$ cat config.mk
export PLATFORM = sky130hd
export DESIGN_NAME = spi_reg_bridge
export DESIGN_NICKNAME = d
export VERILOG_FILES = /design/src/rtl/spi_reg_bridge.sv
export SDC_FILE = /design/constraint.sdc
export NUM_CORES = 1
export LEC_CHECK = 0
export ABC_AREA = 1
export BUFFER_PORTS_ARGS = -buffer_cell sky130_fd_sc_hd__buf_4
export CAP_MARGIN = 10
export CORE_ASPECT_RATIO = 1.5
export CORE_UTILIZATION = 58
export DETAILED_ROUTE_END_ITERATION = 12
export HOLD_SLACK_MARGIN = 0.08
export PLACE_DENSITY_LB_ADDON = 0.15
export SYNTH_ARGS = -nofsm -noshare
export SYNTH_HDL_FRONTEND = slang
export SYNTH_SLANG_ARGS = --single-unit
$ cat constraint.sdc
create_clock -name clock -period 2.2 [get_ports clock]
set_clock_uncertainty 0.2 [all_clocks]
set_input_delay 0.33 -clock clock [delete_from_list [all_inputs] [get_ports clock]]
set_output_delay 0.33 -clock clock [all_outputs]
set_load 0.005 [all_outputs]
$ cat src/rtl/spi_reg_bridge.sv
// spi_reg_bridge: two-byte SPI command decoder with LED/scratch/status/count/ID registers
module spi_reg_bridge #(
  parameter logic [7:0] ID      = 8'h5A,
  parameter logic [7:0] LED_RST = 8'hFF
) (
  input  logic       clock,
  input  logic       rst,
  input  logic       cs_n,
  input  logic [7:0] spi_dout,
  input  logic       spi_dout_vld,
  output logic [7:0] spi_din,
  output logic       spi_din_vld,
  input  logic       spi_ready,
  output logic [7:0] leds
);
  typedef enum logic [1:0] {IDLE, WR_DATA, RD_LOAD, RD_DUMMY} state_t;
  state_t state, state_nx;
  logic [2:0] cs_q;
  logic [7:0] regs [0:4];
  logic [7:0] cmd, wrcnt, rd_data;
  logic err, cs_end, in_ok, cmd_ok, take, wr_en, err_set, err_clr;
  logic [2:0] in_a;
  assign cs_end  = cs_q[1] & ~cs_q[2];
  assign in_a    = spi_dout[2:0];
  assign in_ok   = spi_dout[6:3] == 4'd0;
  assign cmd_ok  = cmd[6:3] == 4'd0;
  assign take    = state == IDLE && spi_dout_vld && !cs_end;
  assign wr_en   = state == WR_DATA && spi_dout_vld && !cs_end;
  assign err_set = (cs_end && state != IDLE) || (spi_dout_vld && !cs_end && (state == RD_LOAD || (state == WR_DATA && !cmd_ok)));
  assign err_clr = state == RD_DUMMY && spi_dout_vld && !cs_end && cmd == 8'h05;
  assign leds    = regs[0];
  // read mux evaluated on the incoming command byte so data is captured at decode
  always_comb
    rd_data = !in_ok ? 8'h00 : in_a <= 3'd4 ? regs[in_a] : in_a == 3'd5 ? {err, 7'b0} : in_a == 3'd6 ? wrcnt : ID;
  // two-flop synchroniser plus history flop for rising-edge detect of cs_n
  always_ff @(posedge clock)
    cs_q <= rst ? 3'b111 : {cs_q[1:0], cs_n};
  // state register
  always_ff @(posedge clock)
    state <= rst ? IDLE : state_nx;
  // next-state logic; end of chip select always wins
  always_comb begin
    state_nx = state;
    if (cs_end)
      state_nx = IDLE;
    else
      case (state)
        IDLE:     state_nx = spi_dout_vld ? (spi_dout[7] ? WR_DATA : RD_LOAD) : IDLE;
        WR_DATA:  state_nx = spi_dout_vld ? IDLE : WR_DATA;
        RD_LOAD:  state_nx = spi_dout_vld ? IDLE : spi_ready ? RD_DUMMY : RD_LOAD;
        default:  state_nx = spi_dout_vld ? IDLE : RD_DUMMY;
      endcase
  end
  // outputs: read data is offered only while waiting for the slave to take it
  always_comb
    spi_din_vld = state == RD_LOAD;
  // command latch, read capture, register writes, write counter and error flag
  always_ff @(posedge clock) begin
    if (rst) begin
      regs[0] <= LED_RST;
      for (int i = 1; i < 5; i++) regs[i] <= 8'h00;
      cmd     <= 8'h00;
      spi_din <= 8'h00;
      wrcnt   <= 8'h00;
      err     <= 1'b0;
    end else begin
      if (take) cmd <= spi_dout;
      if (take && !spi_dout[7]) spi_din <= rd_data;
      if (wr_en && cmd_ok) wrcnt <= wrcnt + 8'd1;
      if (wr_en && cmd_ok && cmd[2:0] <= 3'd4) regs[cmd[2:0]] <= spi_dout;
      if (err_set) err <= 1'b1;
      else if (err_clr) err <= 1'b0;
    end
  end
endmodule

# After elaboration in Yosys (flattened, before gate mapping)
# Memory sizes are Yosys's and may differ from the RTL's.
# Index checks and enable logic that the tools add are counted.
# word_totals
ff_bits	30
ram_bits	40
input_bits	13
out_inout_bits	17
word_cells	65
mem_count	1
# memory_table
name	depth	width	rd	rd_ports_with_merged_regs	wr	line	text
regs	5	8	2	0	5	19	logic [7:0] regs [0:4];
# op_classes
addsub	1
magnitude_cmp	2
eq_ne	6
n_mux	21
bitwise_logic	2
reduce_logical	26
# ops
cell	n
$mux 8	5
$logic_and 1x1->1	14
$mux 1	10
$add 8x1->8 const B	1
$eq 8x3->1 const B	1
$logic_not 4->1	2
$mux 2	4
$reduce_or 8->1	1
$eq 3x3->1 const B	2
$le 3x3->1 const B	2
$pmux 2 s3	1
$eq 2x2->1 const B	2
$reduce_bool 2->1	2
$logic_not 1->1	3
$mux 3	1
$eq 2x1->1 const B	1
$logic_not 2->1	1
$logic_or 1x1->1	2
$reduce_or 2->1	1
$and 1x1->1	1
$not 1->1	1

# Longest topological paths before layout
# Gate-level depths: netlist of run 1.
# logic_depth
depth_word	11
depth_mapped	9
depth_no_buf	8

# Least setup slack after synthesis of run 1
# Ideal clock, no wire load.
# synth_timing
kind	reg-to-reg
from	reg cmd[0]
to	mem regs[0][0] (enable)
t_arrival_ps	1366
required_time_ps	1671
setup_slack_ps	305
path_stages_with_launch	9
period_less_slack_ps	1895
path_cell_list	dfxtp_1 buf_6 inv_6 nand2_4 a21oi_4 nand3_2 nor2_4 nand2_1 nand2_1
# synth_lines
item	line	text
from (decl)	20	logic [7:0] cmd, wrcnt, rd_data;
from (signal assigned)	67	if (take) cmd <= spi_dout;
to (decl)	19	

# Final worst setup path of run 1
# layout_timing
from	reg cs_q[2]
to	reg cmd[6]
# layout_via
elab_chain_len	4
# layout_rtl
item	line	text
from (decl)	18	logic [2:0] cs_q;
from (signal assigned)	37	cs_q <= rst ? 3'b111 : {cs_q[1:0], cs_n};
$not 1->1	23	assign cs_end = cs_q[1] & ~cs_q[2];
$and 1x1->1	23	
$logic_not 1->1	27	assign take = state == IDLE && spi_dout_vld && !cs_end;
$logic_and 1x1->1	27	
# No other way between the ends.
# A chain may end at the register's enable or synchronous reset.

==> run metrics, run 1 <==
Distinct cells, synth 29; Max-Cap Viols 0; final WL 7500 um; fin crit share 94.1%; clock root buffer clkbuf_8; Synth top area share between 30% and 40%; Syn Inst Count 401; Rel. slew slack 65.9%; Sink Count 70; worst path arrival time about 2100 ps; max frequency 0.483 GHz; ANT cells 0; Vias per Instance approximately 5.3; RSZ-0062 raised after global routing false; DR vias 2803; layout cells sized above 1 18.7%; Post-synth EDFFs 40; Hold Crit Depth 4; crit path kind reg2reg; Die Wd around 64 um; adder-cell area share of the yosys netlist 0.373%; Post-Synth Simple-Gate Area 32.9%; Async SR Flop Fraction 0%; Worst-path clk slew ~70 ps; Initial Utilization between 60 and 70%; first-pass GRT wire length 12100 um; status finished, final reports clean; DPL Wire Length 5470 um; Post-CTS Repair Setup Buffers 0; xor-xnor portion of the synthesized cell area less than 1%; endpoint class of the critical path register; Min Clock Period, post-route 2070 ps; DR WL/cell 14.3 um; CTS H-tree depth 3; R2R Path Start cs_q[2]; largest net degree at the start of global routing 16; Crit Path Max Fanout 11; CORE AREA 0.00553 mm^2; Slew Limit Fails 0; number of synthesized register bits 70; Ys Warns 0; Area growth syn-to-layout 17.2%; final hold vios 0; CTS Buffer Depth 2; chip height 95.1 um; number of port buffers 29; reg2reg path depth 8; mux share of post-synthesis cell area 0%; largest family of logic cells by synthesized area simple AND/OR/NAND/NOR gates; final setup vio count 0; reg-to-reg endpoint cmd[6]; final RePlAce weighted congestion 0.880; CTS Buf Count 9; worst skew pair latency 340 ps; initial antenna violation count 0; Initial DRC Count approximately 170; reg-to-reg slack, setup around 130 ps; vias in the first global route 2771; hold path startpoint spi_dout_vld; Cell Area, Synth 0.00335 mm^2; FP Rows 33; Syn Area/Cell 8.36 um^2; setup TNS 0 ps; Mapped Nets ~420; Synth area leaders edfxtp_1 (36%), dfxtp_1 (18%), nand2_1 (11%); clock tree from TritonCTS done; top_reg_cell synth edfxtp_1; pre-CTS setup slack 166 ps; worst vdd ir 0.504 mV; power per cell area about 660 mW/mm^2; sequential area share after synthesis 53.8%; Hold EP state[1]; area leader, netlist edfxtp_1; post-synthesis compound-gate area fraction 5.94%; critical path data required time 2230 ps; Total GRT Usage between 20% and 30%; grt total ovfl 0; drc violations 0; Routed Antenna Nets 0; Leak 1.72 nW; io pins 30; Setup crit start kind register; Worst Tran Pin Value 511 ps; Final #Nets 463; Die ar. around 0.0061 mm^2; Pre-antenna DRT Iters 4; Hold WC Path Type in2reg; PnR worst setup slack 130 ps; Fill cells ~460
[layer usage]
| metal | share of wire, % | vias up | GRT usage (%) |
|---|---|---|---|
| li1 | - | 1393 | - |
| met1 | 39 | 1304 | 28.7 |
| met2 | 53 | 82 | 47.7 |
| met3 | 4.7 | 24 | 7.42 |
| met4 | 4.0 | 0 | 18.2 |
| met5 | 0 | - | 0 |
[cell families (layout without fill, tap and decap cells)]
family                   count (synthesis)  count (layout)
AO/OA/AOI/OAI                           35              35
XOR/XNOR                                 3               3
adder cells (fa/ha/maj)                  1               1
buffers and inverters                   49             102
flip-flops                              70              70
AND/OR/NAND/NOR                        243             243
[worst max path at each step]
stage                       start         end
after floorplan            cmd[0]  regs[0][0]
after global placement     cmd[3]  regs[1][2]
after detailed placement   cmd[3]  regs[2][6]
after CTS                 cs_q[2]      cmd[6]
after global routing       cmd[3]  regs[2][1]
final                     cs_q[2]      cmd[6]
[state kept, by name, summed over array words and instances (netlist names)]
| register | flops |
|---|---|
| wrcnt | 8 |
| regs | 40 |
| cmd | 8 |
| err | 1 |
| cs_q | 3 |
| state | 2 |
| spi_din | 8 |
[through the flow]
stage          instances  instance area (um^2)  power [mW]  utilization (%)  hold slack (ps)
6_report             524                  3930        2.60             71.0             92.7
4_1_cts              524                  3920        2.61             70.8             83.6
3_5_place_dp         503                  3710        1.76             67.0              208
5_1_grt              524                  3930        2.70             71.0             84.6
3_3_place_gp         503                  3710        1.75             67.0              214
2_1_floorplan        401                  3350        1.66                -              189
[report_power, final]
group          total (mW)  leakage (nW)  internal, mW  switching [mW]
clock               0.861        0.0776         0.411           0.450
sequential           1.44         0.631          1.42          0.0231
combinational       0.295          1.01        0.0991           0.196
[Yosys cell counts, types with 2 or more instances]
| master | n |
|---|---|
| nand2_1 | 101 |
| nor2_1 | 76 |
| nand3_1 | 43 |
| edfxtp_1 | 40 |
| inv_1 | 34 |
| dfxtp_1 | 30 |
| a21oi_1 | 15 |
| o21ai_0 | 14 |
| or2_2 | 9 |
| clkbuf_1 | 6 |
| buf_2 | 5 |
| nand4_4 | 3 |
| nor2_4 | 3 |
| xor2_1 | 3 |
| buf_6 | 2 |
| nand2_4 | 2 |
| nor2_2 | 2 |
| o21bai_1 | 2 |
[cells in the final DEF, fill, tap and decap left out]
cell / n
clkinv_2: 1
a21oi_4: 1
nand3_2: 1
inv_6: 1
clkinvlp_4: 1
clkbuf_1: 4
edfxtp_1: 40
o31ai_1: 1
inv_1: 34
nor3_1: 1
nand4_2: 1
xor2_1: 3
ha_1: 1
o21bai_1: 2
nand2_2: 4
nand3_1: 43
nor2_1: 76
nand4_1: 1
buf_4: 45
a21oi_1: 15
nor2_4: 3
dfxtp_1: 30
o21ai_0: 14
clkbuf_8: 9
dlygate4sd3_1: 5
a21boi_0: 1
nor2_2: 2
nand2_1: 97
a211oi_1: 1
nand4_4: 3
or2_2: 9
clkinv_4: 1
inv_2: 1
nand2_4: 2
[final cells by class]
cell class	count	area [um^2]	share of cell area, %
Sequential cell	70	1800	45.9
Multi-Input combinational cell	282	1350	34.4
Timing Repair Buffer	50	388	9.88
Inverter	36	140	3.57
Clock buffer	13	139	3.54
Tap cell	70	87.6	2.23
Clock inverter	3	21.3	0.542
[critical path, stage by stage, from the launching register on]
cell and delay, ps:
dfxtp_1 300, inv_1 30, nand2_1 110, nand2_1 130, inv_1 180, nand2_1 260, nand2_1 130, a21oi_1 60
dlygate4sd3_1 550
[timing repair]
action | CTS | global route
hold endpoints to repair | 7 | 0
endpoints found under the setup margin | 0 | 21
hold buffers | 5 | 0
gates resized for setup | 0 | 4
Power figures use the tool's default switching activity.
==> inputs of run 2 (changes only) <==
--- a/config.mk
+++ b/config.mk
@@ -8,7 +8,7 @@
 export ABC_AREA = 1
 export BUFFER_PORTS_ARGS = -buffer_cell sky130_fd_sc_hd__buf_4
 export CAP_MARGIN = 10
-export CORE_ASPECT_RATIO = 1.5
+export CORE_ASPECT_RATIO = 0.7
 export CORE_UTILIZATION = 58
 export DETAILED_ROUTE_END_ITERATION = 12
 export HOLD_SLACK_MARGIN = 0.08
==> constraint.sdc (replaced) <==
create_clock -name clock -period 2.3 [get_ports clock]
set_clock_uncertainty 0.2 [all_clocks]
set_input_delay 0.345 -clock clock [delete_from_list [all_inputs] [get_ports clock]]
set_output_delay 0.345 -clock clock [all_outputs]
set_load 0.005 [all_outputs]
==> run metrics, run 2 (synthesis gave the netlist of run 1 again) <==
Sink Count 70; chip height 65.6 um; DR vias 2816; Placed Cells 497; final RePlAce weighted congestion 0.854; final hold vios 0; grt total ovfl 0; vias in the first global route 2586; first-pass GRT wire length 12500 um; critical path data required time around 2100 ps; non-filler cells, final 519; Pre-antenna DRT Iters 5; CTS Buf Count 9; CORE AREA 0.00540 mm^2; Placed Area roughly 0.0036 mm^2; layout cells sized above 1 17.2%; initial antenna violation count 0; design area slightly below 0.004 mm^2; Largest Register regs; power per cell area 673 mW/mm^2; clock root buffer clkbuf_8; Slew Limit Fails 0; max reg flops 40; RSZ-0062 raised after global routing false; Routed Antenna Nets 0; crit path kind reg2reg; final core utilization between 70% and 80%; Rel. slew slack ~65%; io pins 30; Final #Nets 456; fin crit share 92.9%; Initial Utilization slightly above 60%; Total GRT Usage 28.4%; worst vdd ir 0.389 mV; CTS Buffer Depth 2; clock tree from TritonCTS done; status finished, final reports clean; worst hold slack 99.1 ps; drc violations 0; CTS H-tree depth 3; pre-CTS setup slack 134 ps; Initial DRC Count around 240; Area growth syn-to-layout 16.4%; most frequent cells in the layout nand2_1 (100), nor2_1 (76), nand3_1 (43); ANT cells 0; Min Clock Period, post-route 2140 ps; Die ar. 0.00609 mm^2; Crit Path Max Fanout 11; Vias per Instance 5.43; worst skew pair latency 350 ps; setup TNS 0 ps; Hold WC Path Type in2reg; largest net degree at the start of global routing 16; final WL approximately 7900 um; Setup crit start kind register; DR WL/cell 15.2 um; final setup vio count 0; Die Wd 92.9 um; PnR worst setup slack 164 ps; Leak between 1.5 and 2 nW; endpoint class of the critical path register; Pwr Total ~2.6 mW; Post-CTS Repair Setup Buffers 0; Worst Tran Pin Value around 530 ps; worst path arrival time slightly below 2000 ps; commonest non-fill, non-tap cell in the layout nand2_1; Fill cells roughly 440; max frequency 0.468 GHz; number of port buffers 29; Max-Cap Viols 0; Worst-path clk slew 70 ps; DPL Wire Length 5620 um; FP Rows 22
==> run 2: layout make-up <==
cell class | count | area (um^2) | share of cell area [%]
multi-input combinational | 282 | 1340 | 34.4
tap | 72 | 90.1 | 2.31
clock inverter | 7 | 65.1 | 1.67
clock buffer | 9 | 124 | 3.18
inverter | 36 | 140 | 3.59
timing repair buffer | 43 | 338 | 8.66
sequential | 70 | 1800 | 46.2
==> run 2: worst max-delay path, stage by stage, from the launching register on <==
cell and delay (ps):
dfxtp_1 310, inv_1 30, nand2_1 100, nand2_1 120, nor2_4 190, nand2_4 100
inv_2 240, nand4_4 190, nand2_1 330
==> run 2: what timing repair did <==
item,in CTS,in global routing
resized for setup,0,1
hold buffers,6,0
endpoints found under the setup margin,0,8
endpoints found under the hold margin,4,0
==> run 2: final timing paths <==
path	start	to	slack (ps)	depth (start not counted)
setup / recovery	cs_q[2]	regs[1][1]	160	8
hold / removal	rst	cmd[5]	100	2
setup reg to reg	cs_q[2]	regs[1][1]	160	8
hold reg to reg	cs_q[0]	cs_q[1]	210	1
==> run 2: power by group <==
part	leakage (nW)	switching, mW	internal [mW]	total [mW]
clock	0.0964	0.476	0.493	0.969
sequential	0.631	0.0258	1.36	1.38
combinational	0.983	0.185	0.0897	0.275
==> run 2: layer usage <==
layer	up-vias	track usage (%)	share of wire (%)
met3	14	9.03	8.4
met2	126	43.7	44
li1	1379	-	-
met4	0	10.4	1.9
met5	-	0	0
met1	1297	37.9	46
